<file path="src/rtl/vga_address_decoder.sv">
`default_nettype none
// ============================================================================
//  Module      : vga_address_decoder
//  Description : Registered raster-to-frame-buffer byte address translator for
//                2x upscaled 320x240x8bpp images on a 640x480 raster, with
//                frame-start buffer select latching. Optional one-pixel
//                lookahead enabled by VGA_ADDR_PREFETCH_EN.
//  Revision    : 1.0 - initial release
// ============================================================================
module vga_address_decoder #(
  parameter int          H_ACTIVE  = 640,
  parameter int          V_ACTIVE  = 480,
  parameter int          H_TOTAL   = 800,
  parameter int          V_TOTAL   = 525,
  parameter int          IMG_W     = 320,
  parameter logic [31:0] IMG0_BASE = 32'h0001_0000,
  parameter logic [31:0] IMG1_BASE = 32'h0002_4000
) (
  input  logic        clk,
  input  logic        reset,
  input  logic        image_select,
  input  logic [9:0]  hcnt,
  input  logic [9:0]  vcnt,
  output logic [31:0] video_address,
  output logic        addr_valid
);

  logic        sel_q;
  logic        sel_eff;
  logic [10:0] col;
  logic [10:0] row;
  logic [10:0] x;
  logic [10:0] y;
  logic [16:0] offset;
  logic [31:0] base;
  logic        visible;
  logic [31:0] addr_d;
  logic [31:0] addr_q;
  logic        valid_d;
  logic        valid_q;

  // The buffer select is only sampled at frame start to avoid tearing.
  assign sel_eff = (hcnt == 10'd0 && vcnt == 10'd0) ? image_select : sel_q;

`ifdef VGA_ADDR_PREFETCH_EN
  always_comb begin
    col = {1'b0, hcnt} + 11'd1;
    row = {1'b0, vcnt};
    if (hcnt == 10'(H_TOTAL - 1)) begin
      col = 11'd0;
      row = (vcnt == 10'(V_TOTAL - 1)) ? 11'd0 : ({1'b0, vcnt} + 11'd1);
    end
  end
`else
  assign col = {1'b0, hcnt};
  assign row = {1'b0, vcnt};
`endif

  assign x = col >> 1;
  assign y = row >> 1;

  // Offset only matters for visible pixels, where it stays below 2^17.
  generate
    if (IMG_W == 320) begin : g_shift_add
      assign offset = ({6'd0, y} << 8) + ({6'd0, y} << 6) + {6'd0, x};
    end else begin : g_mult
      assign offset = ({6'd0, y} * 17'(IMG_W)) + {6'd0, x};
    end
  endgenerate

  assign base    = sel_eff ? IMG1_BASE : IMG0_BASE;
  assign visible = (col < 11'(H_ACTIVE)) && (row < 11'(V_ACTIVE));
  assign addr_d  = visible ? (base + {15'd0, offset}) : base;
  assign valid_d = visible;

  always_ff @(posedge clk or negedge reset) begin
    if (!reset) begin
      sel_q   <= 1'b0;
      addr_q  <= 32'h0;
      valid_q <= 1'b0;
    end else begin
      sel_q   <= sel_eff;
      addr_q  <= addr_d;
      valid_q <= valid_d;
    end
  end

  assign video_address = addr_q;
  assign addr_valid    = valid_q;

endmodule
`default_nettype wire

</file>
<file path="config.mk">
export PLATFORM = sky130hd
export DESIGN_NAME = vga_address_decoder
export DESIGN_NICKNAME = d
export VERILOG_FILES = /design/src/rtl/vga_address_decoder.sv
export SDC_FILE = /design/constraint.sdc
export NUM_CORES = 1
export LEC_CHECK = 0
export ABC_CLOCK_PERIOD_IN_PS = 2300
export BUFFER_PORTS_ARGS = -buffer_cell sky130_fd_sc_hd__buf_2
export CAP_MARGIN = 40
export CORE_MARGIN = 5
export CORE_UTILIZATION = 31
export CTS_BUF_LIST = sky130_fd_sc_hd__clkbuf_4 sky130_fd_sc_hd__clkbuf_8
export CTS_CLUSTER_DIAMETER = 50
export DETAILED_ROUTE_END_ITERATION = 6
export SETUP_SLACK_MARGIN = 0.02
export SLEW_MARGIN = 20
export SYNTH_ARGS = -nofsm -noshare
export SYNTH_HDL_FRONTEND = slang
export SYNTH_SLANG_ARGS = --single-unit
</file>
<file path="constraint.sdc">
create_clock -name clk -period 2.3 [get_ports clk]
set_input_delay 0.23 -clock clk [delete_from_list [all_inputs] [get_ports clk]]
set_output_delay 0.23 -clock clk [all_outputs]
set_load 0.01 [all_outputs]
</file>
## Word-level counts from Yosys, hierarchy flattened

Cells that the tools add are included.

- Bits in registers: 34
- Logic and storage cells: 15

- Reduce and logical (&&, ||, !) cells: 4
- Add/sub/neg operators: 3
- Magnitude comparators: 2
- Multiplexer cells: 3

Operators with widths:

| operator | number |
|---|---|
| $logic_not A10 Y1 | 2 |
| $add A18 B17 Y19 | 1 |
| $mux W19 | 1 |
| $mux W18 | 1 |
| $add A17 B15 Y17 | 1 |
| $add A17 B9 Y17 | 1 |
| $lt A10 B10 Y1 const B | 1 |
| $lt A10 B9 Y1 const B | 1 |
| $logic_and A1 B1 Y1 | 2 |
| $mux W1 | 1 |

## Longest topological paths before layout

- Word-level depth: 6
- Mapped depth: 17
- Gate-level depth less buffers: 17

## Worst setup path before layout

No wires, ideal clock.

- Path kind: input -> register
- From: input hcnt[9]
- To: register addr_q[17] (netlist: video_address[17])
- Path slack: -0.814 ns
- Arrival time: 2.991 ns
- Buffers on the path: 0
- Required time: 2.177 ns
- Cell stages on the path: 17
- Cells stage by stage: inv_1 > fa_1 > inv_1 > ha_1 > a21o_1 > a21boi_4 > o21bai_4 > a31o_1 > a21oi_2 > xnor2_1 > ha_1 > nand2_1 > nor3b_1 > o211ai_1 > o211ai_1 > nand2_1 > xnor2_1

- Longest elaborated chain between the ends: 6
- Elaborated cells on any way between the ends: 9
- Classes of those cells: add/sub (2); order compare (1); mux (3); reduce/logical (3)

Ends and longest elaborated chain:

| element | RTL line | source |
|---|---|---|
| from (decl) | 22 | `input logic [9:0] hcnt,` |
| branches (longest 5 deep; another with $add A18 B17 Y19) | -- |  |
| $mux W19 * | 73 | `assign addr_d = visible ? (base + {15'd0, offset}) : base;` |
| named net addr_d[17] | 37 | `logic [31:0] addr_d;` |
| to (signal assigned) | 83 | `addr_q <= addr_d;` |
| to (decl) | 38 | `logic [31:0] addr_q;` |

Mark *: on every way through the listed nets, which the timed path passes.

## Final worst setup path

- From: input vcnt[3]
- To: register addr_q[17] (netlist: video_address[17])

- Longest elaborated chain between the ends: 6
- Elaborated cells on any way between the ends: 10
- Classes of those cells: add/sub (3); order compare (1); mux (3); reduce/logical (3)

Ends and longest elaborated chain:

| element | RTL line | source |
|---|---|---|
| from (decl) | 23 | `input logic [9:0] vcnt,` |
| branches (longest 5 deep; another with $add A18 B17 Y19) | -- |  |
| $mux W19 * | 73 |  |
| named net addr_d[17] | 37 |  |

Marks and branches as above.

==> results_dict.tcl <==
set metrics [dict create \
    status "complete, but fails checks" \
    violations "setup timing" \
    antennaDiodeCount 0 \
    grt_overflow_total 0 \
    via_count 1230 \
    wire_per_inst_um 12.1 \
    powerDensity_nw_per_um2 504 \
    min-delay-start "hcnt[3]" \
    synth-async-reset-ratio 1.00 \
    antenna_found_initial 0 \
    grtUsageTotal 0.115 \
    via_per_inst 4.46 \
    cpPeakStageDelay_ps 550 \
    cts_tree "built" \
    clkTransAtPathRegs_ps 70 \
    path_max_fanout 3 \
    cts-buffers-inserted 3 \
    pin_count 56 \
    grt-busiest-layer "met2" \
    cts-root-buf "clkbuf_8" \
    grt_start_max_net_pins 22 \
    crit_start "vcnt[3]" \
    synth_area_leaders "dfrtp_1, ha_1, buf_4, and2_1, nor2_1" \
    grt_use_met3 0.0193 \
    routed_wl_um 3330 \
    synth_cells 144 \
    met1_usage 0.133 \
    fin_skew_ps 0.457 \
    gp_congestion 0.792 \
    hold_violations 0 \
    maxCapViolCount 0 \
    std_cell_rows 25 \
    path_cells "buf_8, inv_8, fa_1, inv_1, ha_1, a21o_1, a21boi_4, o21bai_4, a31o_1, a21oi_2, xnor2_2, ha_1, nand4b_1, nor2_1, nor3_1, o211ai_1, nand2_1, xnor2_1" \
    p_leak_nw 1.11 \
    clk_path_buf_depth 2 \
    r2r-start "sel_q" \
    fin_crit_sh 1.28 \
    dieWidth_um 78.8 \
    worstPathRequired_ps 2480 \
    ys_types 40 \
    cts_sinks 21 \
    rsz0062_at_grt "yes" \
    hpwl_um 2890 \
    syn_area_per_cell_um2 10.2 \
    fmax_mhz 340 \
    grt_pass1_vias 1323 \
    yosys.area.top_type "dfrtp_1" \
    syn2layout_area_growth_pct 39.6 \
    synth-seq-cells 21 \
    dp_slack_ps -986 \
    cpMostUsedCell "ha_1" \
    synth-edff-count 0 \
    finalPower_mw 1.03 \
    slew_violations 0 \
    synth_top_area_share 0.358 \
    crit_path_end_kind "flip-flop" \
    critPathArrivalTime_ps 3110 \
    slowest_stage "fa_1" \
    die_h_um 78.8 \
    crit_type "input port to flip-flop" \
    ant_nets 0 \
    hp-class "input port to flip-flop" \
    synth_common_cells "dfrtp_1, ha_1, buf_4" \
    coreArea_um2 4660 \
    htreeDepth 1 \
    start_util 0.315 \
    numPortBuffers 42 \
    drive_above_1_share 0.437 \
    synth_area_um2 1470 \
    use_met2 0.221 \
    seq_area_frac_synth 0.358 \
    final_nets 269 \
    first_pass_iters 4 \
    ys_warn_count 0 \
    grt_pass1_wl_um 5800 \
    drc_errors 0 \
    synthFlopType "dfrtp_1" \
    die-area_um2 6210 \
    insertion_delay_ps 250 \
    first_iter_violations 14 \
    min_period_ps 2940 \
    ir_worst_vdd_mv 0.158 \
    finalSetupViolations 4 \
    fin_ws_ps -638 \
    cp-start-kind "input port" \
]
==> repair_timing <==
action	CTS	global route
gates resized for setup	6	1
hold endpoints to repair	21	0
pin swaps	8	7
endpoints found under the setup margin	5	5
hold buffers	1	0
setup buffers	2	0
==> critical path, delay by kind of cell <==
family	cells	cell delay [ps]
compound gates	6	910
simple gates	4	460
fa+ha+maj	3	1140
buf+inv	3	170
xor+xnor	2	200
==> final timing paths <==
check                               endpoint  slack (ps)  depth (start not counted)
max in group asynchronous  video_address[15]        1530                          2
min reg2reg                            sel_q         690                          2
max reg2reg                video_address[17]         560                          9
min                         video_address[2]         200                          2
min in group asynchronous   video_address[7]         460                          2
max                        video_address[17]        -640                         18
==> sequential cells by signal, indices dropped and copies added (netlist names) <==
signal         flops
sel_q              1
video_address     19
addr_valid         1
==> where the power goes <==
group	leakage, nW	internal, mW	switching, mW
clock network	0.0262	0.135	0.112
registers	0.277	0.395	0.00568
logic	0.804	0.194	0.191
total	1.11	0.724	0.308
==> final cells by class <==
type | count | area, um2
fill | 451 | 2610
clock buffer | 4 | 48.8
tap | 54 | 67.6
inverter | 9 | 41.3
sequential | 21 | 526
timing repair buffer | 77 | 485
multi-input combinational | 111 | 880
==> kinds of logic after synthesis <==
family          Yosys count  share of synthesized area
fa+ha+maj                23                      0.206
other cells               1                    0.00256
mux                       1                     0.0102
buf+inv                  24                     0.0955
xor+xnor                  8                     0.0477
compound gates           19                      0.105
flops                    21                      0.358
simple gates             47                      0.175
==> layer usage <==
layer  wire, um  vias up
met2       1630       46
met5          0        -
li1           -      620
met4         17        0
met3        245        4
met1       1440      560
==> layout by cell type, fill, tap and decap left out, types with 4 or more instances in the layout <==
| master | Yosys | final |
|---|---|---|
| buf_2 | 1 | 41 |
| buf_4 | 13 | 34 |
| dfrtp_1 | 21 | 21 |
| ha_1 | 21 | 20 |
| conb_1 | 1 | 13 |
| nor2_1 | 12 | 12 |
| and2_1 | 9 | 9 |
| nor4_1 | 5 | 5 |
| inv_1 | 7 | 5 |
| nand2_1 | 5 | 4 |
| xnor2_1 | 5 | 4 |
| a21oi_1 | 4 | 4 |
==> metrics by stage <==
step                      std cells  hold slack (ps)  TNS [ps]  utilization  area, um2
after floorplan                 156            -65.6     -1320            -       1530
after global placement          271              206     -3060        0.420       1960
after detailed placement        271              209     -3210        0.420       1960
after CTS                       276              192     -1440        0.438       2040
after global routing            276              181     -2130        0.439       2050
final                           276              196     -1380        0.439       2050
Power figures use the tool's default switching activity.
